[src/rtl/serial_add_pkg.sv]
// Shared types and limits for the bit-serial adder sequencer.
//   sa_state_t : controller state encoding (IDLE, RUN, DONE)
//   W_MAX      : widest legal operand width
package serial_add_pkg;

  typedef enum logic [1:0] {IDLE, RUN, DONE} sa_state_t;

  localparam int W_MAX = 64;

endpackage

[src/rtl/serial_add_ctrl_if.sv]
// Operand/result handshake bundle for serial_add_ctrl.
//   in_valid/in_ready   : operand handshake (a_in, b_in, cin_in, sub_in)
//   out_valid/out_ready : result handshake (sum_out, cout_out)
//   busy                : sequencer is occupied (RUN or DONE)
// Optional macro SERIAL_ADD_SUB_EN adds the sub_in request line.
// master = operand source / result consumer, slave = the sequencer.
interface serial_add_ctrl_if #(
  parameter int W = 4
);
  logic         in_valid;
  logic         in_ready;
  logic [W-1:0] a_in;
  logic [W-1:0] b_in;
  logic         cin_in;
`ifdef SERIAL_ADD_SUB_EN
  logic         sub_in;
`endif
  logic         out_valid;
  logic         out_ready;
  logic [W-1:0] sum_out;
  logic         cout_out;
  logic         busy;

  modport master (
`ifdef SERIAL_ADD_SUB_EN
    output sub_in,
`endif
    output in_valid, a_in, b_in, cin_in, out_ready,
    input  in_ready, out_valid, sum_out, cout_out, busy
  );

  modport slave (
`ifdef SERIAL_ADD_SUB_EN
    input  sub_in,
`endif
    input  in_valid, a_in, b_in, cin_in, out_ready,
    output in_ready, out_valid, sum_out, cout_out, busy
  );
endinterface

[src/rtl/serial_add_ctrl_fa.sv]
// full_add: the single 1-bit full adder cell time-shared by serial_add_ctrl.
//   a, b, cin : addend bits and carry-in
//   sum, cout : sum bit and carry-out
module full_add (
  input  logic a,
  input  logic b,
  input  logic cin,
  output logic sum,
  output logic cout
);
  assign sum  = a ^ b ^ cin;
  assign cout = (a & b) | (cin & (a ^ b));
endmodule

[src/rtl/serial_add_ctrl.sv]
// serial_add_ctrl: bit-serial adder sequencer. Captures two W-bit operands,
// then feeds one bit pair per clock (LSB first) through a shared full_add cell,
// and presents the W-bit sum plus carry-out on a valid/ready result port.
// Ports:
//   clk  : rising-edge clock
//   rst  : synchronous active-high reset, aborts any operation in progress
//   bus  : serial_add_ctrl_if.slave (operand/result handshakes, busy)
// Optional macro SERIAL_ADD_SUB_EN: sub_in selects a-b (b inverted, cin forced 1).
//
// state | meaning
// IDLE  | in_ready high, waiting for operands
// RUN   | one bit per clock through full_add, W cycles
// DONE  | out_valid high, holding result until out_ready
module serial_add_ctrl
  import serial_add_pkg::*;
#(
  parameter int W = 4
) (
  input  logic              clk,
  input  logic              rst,
  serial_add_ctrl_if.slave  bus
);

  localparam int CNT_W = $clog2(W) + 1;
  localparam logic [CNT_W-1:0] CNT_LAST = CNT_W'(W - 1);

  localparam logic [1:0] S_IDLE = IDLE;
  localparam logic [1:0] S_RUN  = RUN;
  localparam logic [1:0] S_DONE = DONE;

  logic [1:0]       r_state;
  logic [W-1:0]     r_a_sh;
  logic [W-1:0]     r_b_sh;
  logic [W-1:0]     r_sum_sh;
  logic             r_carry;
  logic [CNT_W-1:0] r_cnt;
  logic [W-1:0]     r_sum_out;
  logic             r_cout_out;

  logic             w_fa_sum;
  logic             w_fa_cout;
  logic [W-1:0]     w_sum_next;
  logic [W-1:0]     w_b_cap;
  logic             w_cin_cap;

  full_add u_fa (
    .a    (r_a_sh[0]),
    .b    (r_b_sh[0]),
    .cin  (r_carry),
    .sum  (w_fa_sum),
    .cout (w_fa_cout)
  );

  // New sum bit enters at the MSB; after W shifts bit 0 has reached the LSB.
  generate
    if (W == 1) begin : g_sum_w1
      assign w_sum_next = w_fa_sum;
    end else begin : g_sum_wn
      assign w_sum_next = {w_fa_sum, r_sum_sh[W-1:1]};
    end
  endgenerate

`ifdef SERIAL_ADD_SUB_EN
  // Two's-complement subtract: a + ~b + 1. cin_in is ignored when subtracting.
  assign w_b_cap   = bus.sub_in ? ~bus.b_in : bus.b_in;
  assign w_cin_cap = bus.sub_in ? 1'b1      : bus.cin_in;
`else
  assign w_b_cap   = bus.b_in;
  assign w_cin_cap = bus.cin_in;
`endif

  always_ff @(posedge clk) begin
    if (rst) begin
      r_state    <= S_IDLE;
      r_a_sh     <= '0;
      r_b_sh     <= '0;
      r_sum_sh   <= '0;
      r_carry    <= 1'b0;
      r_cnt      <= '0;
      r_sum_out  <= '0;
      r_cout_out <= 1'b0;
    end else begin
      case (r_state)
        S_IDLE: begin
          if (bus.in_valid) begin
            r_a_sh   <= bus.a_in;
            r_b_sh   <= w_b_cap;
            r_carry  <= w_cin_cap;
            r_sum_sh <= '0;
            r_cnt    <= '0;
            r_state  <= S_RUN;
          end
        end
        S_RUN: begin
          r_a_sh   <= r_a_sh >> 1;
          r_b_sh   <= r_b_sh >> 1;
          r_sum_sh <= w_sum_next;
          r_carry  <= w_fa_cout;
          r_cnt    <= r_cnt + CNT_W'(1);
          if (r_cnt == CNT_LAST) begin
            r_sum_out  <= w_sum_next;
            r_cout_out <= w_fa_cout;
            r_state    <= S_DONE;
          end
        end
        S_DONE: begin
          if (bus.out_ready) r_state <= S_IDLE;
        end
        default: r_state <= S_IDLE;
      endcase
    end
  end

  assign bus.in_ready  = (r_state == S_IDLE);
  assign bus.out_valid = (r_state == S_DONE);
  assign bus.busy      = (r_state == S_RUN) || (r_state == S_DONE);
  assign bus.sum_out   = r_sum_out;
  assign bus.cout_out  = r_cout_out;

endmodule

[src/flat_wrapper.sv]
// flat-port wrapper written by rule: the top's interface ports become plain ports
module serial_add_ctrl_flat import serial_add_pkg::*;
#(
  parameter int W = 4
)
  (clk, rst, bus_in_valid, bus_a_in, bus_b_in, bus_cin_in, bus_out_ready, bus_in_ready, bus_out_valid, bus_sum_out, bus_cout_out, bus_busy);
  serial_add_ctrl_if #(.W(W)) bus_i ();
  input  logic clk;
  input  logic rst;
  input wire logic [$bits(bus_i.in_valid)-1:0] bus_in_valid;
  input wire logic [$bits(bus_i.a_in)-1:0] bus_a_in;
  input wire logic [$bits(bus_i.b_in)-1:0] bus_b_in;
  input wire logic [$bits(bus_i.cin_in)-1:0] bus_cin_in;
  input wire logic [$bits(bus_i.out_ready)-1:0] bus_out_ready;
  output wire logic [$bits(bus_i.in_ready)-1:0] bus_in_ready;
  output wire logic [$bits(bus_i.out_valid)-1:0] bus_out_valid;
  output wire logic [$bits(bus_i.sum_out)-1:0] bus_sum_out;
  output wire logic [$bits(bus_i.cout_out)-1:0] bus_cout_out;
  output wire logic [$bits(bus_i.busy)-1:0] bus_busy;
  assign bus_i.in_valid = bus_in_valid;
  assign bus_i.a_in = bus_a_in;
  assign bus_i.b_in = bus_b_in;
  assign bus_i.cin_in = bus_cin_in;
  assign bus_i.out_ready = bus_out_ready;
  assign bus_in_ready = bus_i.in_ready;
  assign bus_out_valid = bus_i.out_valid;
  assign bus_sum_out = bus_i.sum_out;
  assign bus_cout_out = bus_i.cout_out;
  assign bus_busy = bus_i.busy;
  serial_add_ctrl #(.W(W)) u_core (.clk(clk), .rst(rst), .bus(bus_i));
endmodule
[config.mk]
export PLATFORM = sky130hd
export DESIGN_NAME = serial_add_ctrl_flat
export DESIGN_NICKNAME = d
export VERILOG_FILES = /design/src/rtl/serial_add_pkg.sv /design/src/rtl/serial_add_ctrl_if.sv /design/src/rtl/serial_add_ctrl_fa.sv /design/src/rtl/serial_add_ctrl.sv /design/src/flat_wrapper.sv
export SDC_FILE = /design/constraint.sdc
export NUM_CORES = 1
export LEC_CHECK = 0
export BUFFER_PORTS_ARGS = -buffer_cell sky130_fd_sc_hd__buf_2
export CORE_ASPECT_RATIO = 0.7
export CORE_UTILIZATION = 45
export DETAILED_ROUTE_END_ITERATION = 10
export PLACE_DENSITY = 0.68
export SLEW_MARGIN = 20
export SYNTH_ARGS = -nofsm -noshare
export SYNTH_HDL_FRONTEND = slang
export SYNTH_HIERARCHICAL = 1
export SYNTH_SLANG_ARGS = --single-unit
[constraint.sdc]
create_clock -name clk -period 1.5 [get_ports clk]
set_input_delay 0.15 -clock clk [delete_from_list [all_inputs] [get_ports clk]]
set_output_delay 0.15 -clock clk [all_outputs]
set_load 0.05 [all_outputs]
## Yosys cells after proc, flatten, opt, wreduce, memory -nomap -nowiden

Index checks and enable logic that the tools add are counted.

| storage, ports and cells | value |
|---|---|
| register bits | 23 |
| bits in latches | 0 |
| RAM bits | 0 |
| memory bits (read-only) | 0 |
| input bits | 13 |
| output and inout port bits | 8 |
| word-level logic and storage cells | 40 |
| memories kept | 0 |

| operators by class | value |
|---|---|
| add/subtract/negate cells | 1 |
| $mul | 0 |
| div/mod/pow operators | 0 |
| magnitude comparators | 0 |
| equal/unequal tests | 6 |
| shift operators | 0 |
| muxes and demuxes | 14 |
| bitwise gates (word level) | 5 |
| reductions and logical operators | 6 |

Operators by type and width:

| cell | count |
|---|---|
| $pmux W4 S2 | 3 |
| $mux W4 | 3 |
| $mux W2 | 3 |
| $pmux W2 S3 | 1 |
| $pmux W3 S2 | 1 |
| $ne A2 B2 Y1 const B | 2 |
| $reduce_and A2 Y1 | 2 |
| $add A3 B1 Y3 const B | 1 |
| $eq A3 B2 Y1 const B | 1 |
| $mux W3 | 1 |
| $reduce_and A3 Y1 | 1 |
| $and A1 B1 Y1 | 2 |
| $eq A2 B1 Y1 const B | 1 |
| $eq A2 B2 Y1 const B | 1 |
| $logic_not A2 Y1 | 1 |
| $ne A2 B1 Y1 const B | 1 |
| $pmux W1 S2 | 1 |
| $reduce_bool A2 Y1 | 1 |
| $xor A1 B1 Y1 | 2 |
| $logic_or A1 B1 Y1 | 1 |
| $mux W1 | 1 |
| $or A1 B1 Y1 | 1 |

## Depth between registers and ports, before layout

| depth | value |
|---|---|
| depth in word-level cells | 4 |
| mapped depth | 7 |
| gate-level depth less buffers | 5 |

## Hierarchy

The synthesis kept the hierarchy.

Modules (own cells, without submodules):

| module | instances | cells each | area an instance (µm²) | sequential area each (µm²) |
|---|---|---|---|---|
| serial_add_ctrl | 1 | 114 | 1101.1 | 440.4 |
| full_add | 1 | 1 | 20.0 | 0.0 |

## Least setup slack after synthesis

OpenSTA, ideal clock, no wires.

| timing | value |
|---|---|
| path type | register to register |
| from | register u_core.r_state[0] |
| to | register u_core.r_a_sh[1] |
| library setup time | 0.124 ns |
| arrival time | 1.574 ns |
| required time | 1.376 ns |
| path slack | -0.198 ns |
| stages on the path, launching flop included | 7 |
| buffers on the path | 1 |
| period minus slack after synthesis | 1.698 ns |
| path through | dfxtp_1 inv_1 ha_1 mux2_4 buf_6 nor2_1 a211oi_2 |

| between the ends | value |
|---|---|
| word-level cells in the longest chain between the ends | 3 |
| elaborated cells between the ends (all ways) | 6 |
| those cells by class | 2 x eq/ne; 1 x mux; 3 x reduce/logical |

RTL lines:

| item | line | RTL |
|---|---|---|
| from (decl) | serial_add_ctrl.sv:31 | `logic [1:0] r_state;` |
| from (signal assigned) | serial_add_ctrl.sv:74 | `r_state <= S_IDLE;` |
| from (signal assigned) | serial_add_ctrl.sv:91 | `r_state <= S_RUN;` |
| from (signal assigned) | serial_add_ctrl.sv:103 | `r_state <= S_DONE;` |
| $logic_not A2 Y1 (*) | - |  |
| named net bus_in_ready | flat_wrapper.sv:15 | `output wire logic [$bits(bus_i.in_ready)-1:0] bus_in_ready;` |
| $ne A2 B2 Y1 (no line) or $reduce_bool A2 Y1 (tied branches) | - |  |
| $reduce_and A2 Y1 (no line) | - |  |
| to (signal assigned) | serial_add_ctrl.sv:86 | `r_a_sh <= bus.a_in;` |
| to (signal assigned) | serial_add_ctrl.sv:95 | `r_a_sh <= r_a_sh >> 1;` |
| to (decl) | serial_add_ctrl.sv:32 | `logic [W-1:0] r_a_sh;` |

Mark *: on every way through the listed nets, which the timed path passes. The rest lies on a longest branch.
A chain may end at the register's enable or synchronous reset.

## Final worst setup path

| timing | value |
|---|---|
| from | register u_core.r_state[1] |
| to | output port bus_in_ready |

| between the ends | value |
|---|---|
| word-level cells in the longest chain between the ends | 1 |

RTL lines:

| item | line | RTL |
|---|---|---|
| $logic_not A2 Y1 | serial_add_ctrl.sv:114 | `assign bus.in_ready = (r_state == S_IDLE);` |
| to (decl) | flat_wrapper.sv:15 |  |

Every way passes these cells.

==> flow_metrics.tcl <==
set metrics [dict create \
    status "finished, final reports clean" \
    whs_path_depth 3 \
    finalCritPeriodShare_pct 96.9 \
    cts_made_buffers 3 \
    min_to "u_core/r_b_sh[3]$_SDFFE_PP0P_" \
    timing_hold_violations_final 0 \
    clock-sinks 22 \
    start_util_pct 50.0 \
    crit_required_ns 1.35 \
    pwr-share-seq_pct 46.6 \
    syn_to_final_growth_pct 19.8 \
    synth_flop_cell "dfxtp_1" \
    core_area_mm2 0.00224 \
    port_buffers 20 \
    vias 902 \
    synth-seq-area-share_pct 39.3 \
    drtAntennaViolNets 0 \
    drc 0 \
    setup_violations 0 \
    min_path_type "in -> reg" \
    utilization_pct 59.9 \
    fmax_mhz 688 \
    p_leak_nw 0.523 \
    fin_tns_setup_ns 0 \
    synth.avg_cell_area_um2 9.75 \
    htree_levels 1 \
    worst_slack_ns 0.0466 \
    initialDrtViolationCount 37 \
    synth_top_cell_by_area "dfxtp_1" \
    dr.pass1.iters 4 \
    period_needed_ns 1.45 \
    grt_max_degree 23 \
    cts-root-buf "clkbuf_4" \
    power.switching_mw 0.366 \
    drive_above_1_share_pct 34.1 \
    p_int_mw 1.01 \
    r2r-end "u_core/r_cnt[2]$_SDFFE_PP0P_" \
    wire_per_inst_um 13.5 \
    synthTopCellsByCount "22 x dfxtp_1, 12 x nor2_1, 9 x a21oi_1, 9 x mux2i_1, 9 x nand2_1" \
    cts_tree "yes" \
    gp_congestion 0.799 \
    dieArea_mm2 0.00270 \
    clk-insertion-delay-late_ns 0.31 \
    power.density_mw_per_mm2 1030 \
    yosysTopAreaCellShare_pct 39.3 \
    ys_warn_count 6 \
    routed_wl_um 2290 \
    grt_pass1_wl_um 3710 \
    drv_slew 0 \
    p_clk_share_pct 33.1 \
    ys_types 26 \
    syn_area_mm2 0.00112 \
    synth_seq_cells 22 \
    syn_nets 134 \
    n_antenna_cell 0 \
    synth.area.top_cells "dfxtp_1 39%, mux2i_1 8.0%, a211oi_2 7.8%" \
    reg2reg_slack_ns 0.06 \
    fp.dieW_um 61.7 \
    vias_per_cell 5.31 \
    dp_hpwl_um 1590 \
    worstPathCellList "inv_1 > buf_4 > ha_4 > buf_6 > buf_8" \
    post-place-ws_ns 0.0258 \
    clock_skew_ns 0.00850 \
    critPathCaptureType "output pin" \
    hold_start "bus_b_in[3]" \
    max_stage_delay_ns 0.35 \
    swShare_pct 26.6 \
    die_h_um 43.8 \
    layout.nets 158 \
    fill_cells 213 \
    hold_buffers 0 \
    pin_count 21 \
    grtUsageTotal_pct 18.9 \
    clock_path_buffers 2 \
    crit_slowest_cell "dfxtp_2" \
    critPathArrivalTime_ns 1.30 \
    start_kind "flop" \
    synth_edf_count 0 \
    cp_max_fo 7 \
    overflow 0 \
    synthCells 115 \
    r2r_start "u_core/r_state[1]$_SDFFE_PP0P_" \
    grt_pass1_vias 851 \
    post-synth-top-count-cell "dfxtp_1" \
    drv_cap 0 \
    max_slew_margin_pct 67.4 \
    comb_power_share_pct 20.3 \
    worstMarginPinSlew_ns 0.489 \
    ir_worst_vdd_mv 0.680 \
    synthArstFlopShare_pct 0 \
    r2r_cells 6 \
    antenna_found_initial 0 \
    row_count 14 \
    path_clk_slew_ns 0.13 \
    crit_type "reg -> out" \
]
-- cell families after synthesis --
group,Yosys count,share of synthesized area (%)
AO/OA/AOI/OAI,27,20.8
XOR/XNOR,1,0.781
AND/OR/NAND/NOR,36,14.8
buffers and inverters,13,7.59
multiplexers,10,9.37
flip-flops,22,39.3
adder cells (fa/ha/maj),6,7.37
-- cells in the final DEF (no fill, tap or decap) --
cell / count
nand2_1: 9
nand2b_1: 5
a211oi_2: 7
a21oi_1: 9
o32ai_1: 1
mux2i_1: 9
inv_1: 4
buf_8: 1
fa_1: 1
dfxtp_1: 21
buf_4: 6
clkbuf_4: 4
xnor2_1: 1
nand3_1: 5
nand4_1: 1
dfxtp_2: 1
bufinv_16: 1
a31o_2: 1
nor2b_1: 3
a311oi_1: 3
buf_6: 2
nor2_1: 12
ha_2: 2
or2_2: 1
ha_4: 1
a32oi_1: 4
mux2_4: 1
a31oi_1: 1
buf_2: 18
a2111oi_2: 1
ha_1: 2
-- final cells by class --
cell class | instances | area [um2] | area share [%]
timing repair buffer | 28 | 180 | 13.4
inverter | 4 | 15.0 | 1.12
tap | 32 | 40.0 | 2.98
sequential | 22 | 442 | 32.9
clock buffer | 3 | 22.5 | 1.68
clock inverter | 1 | 30.0 | 2.24
multi-input combinational | 80 | 613 | 45.7
-- stage by stage --
stage | hold slack, ns | instance area (um2) | total power [mW] | cells
CTS | 0.0844 | 1310 | 1.37 | 168
finish | 0.0910 | 1340 | 1.38 | 170
floorplan | 0.222 | 1140 | 0.870 | 115
detailed placement | 0.430 | 1250 | 0.911 | 164
global placement | 0.419 | 1250 | 0.900 | 164
global route | 0.0851 | 1340 | 1.45 | 170
-- what timing repair did --
item | CTS | global route
endpoints found under the setup margin | 2 | 18
setup buffers | 0 | 2
hold endpoints to repair | 0 | 0
gates resized for setup | 2 | 6
pin swaps | 0 | 0
-- power by group through the flow --
stage	Combinational, mW	Clock [mW]	Sequential, mW
3_5_place_dp	0.256	0	0.655
4_1_cts	0.262	0.469	0.641
3_3_place_gp	0.248	0	0.652
6_report	0.280	0.455	0.641
5_1_grt	0.304	0.497	0.645
2_1_floorplan	0.222	0	0.648
-- how the worst max path moves through the flow --
stage,startpoint,endpoint,depth (start not counted)
after floorplan,u_core/r_state[0]$_SDFFE_PP0P_,u_core/r_a_sh[1]$_SDFFE_PP0P_,6
after global placement,u_core/r_state[1]$_SDFFE_PP0P_,u_core/r_carry$_SDFFE_PP0P_,5
after detailed placement,u_core/r_state[1]$_SDFFE_PP0P_,u_core/r_a_sh[0]$_SDFFE_PP0P_,5
after CTS,u_core/r_state[1]$_SDFFE_PP0P_,bus_in_ready,5
after global routing,u_core/r_state[1]$_SDFFE_PP0P_,u_core/r_sum_sh[1]$_SDFFE_PP0P_,7
final,u_core/r_state[1]$_SDFFE_PP0P_,bus_in_ready,5
-- flip-flops by register name (all words and copies together) (netlist names) --
signal and cells:
u_core/bus.cout_out 1, u_core/bus.sum_out 4, u_core/r_a_sh 4, u_core/r_b_sh 4
u_core/r_carry 1, u_core/r_cnt 3, u_core/r_state 2, u_core/r_sum_sh 3
-- worst max-delay path: cells and delay by family (launching register included) --
kind	cells	cell delay (ns)
fa+ha+maj	1	0.18
buf+inv	4	0.46
flops	1	0.35
-- layer usage --
metal / wire length [um] / vias to the layer above / track usage (%)
li1: - / 456 / -
met1: 1160 / 422 / 24.9
met2: 1020 / 20 / 29.5
met3: 92 / 4 / 6.27
met4: 23 / 0 / 5.33
met5: 0 / - / 0
Note: power is estimated with default switching activity, not from simulation.
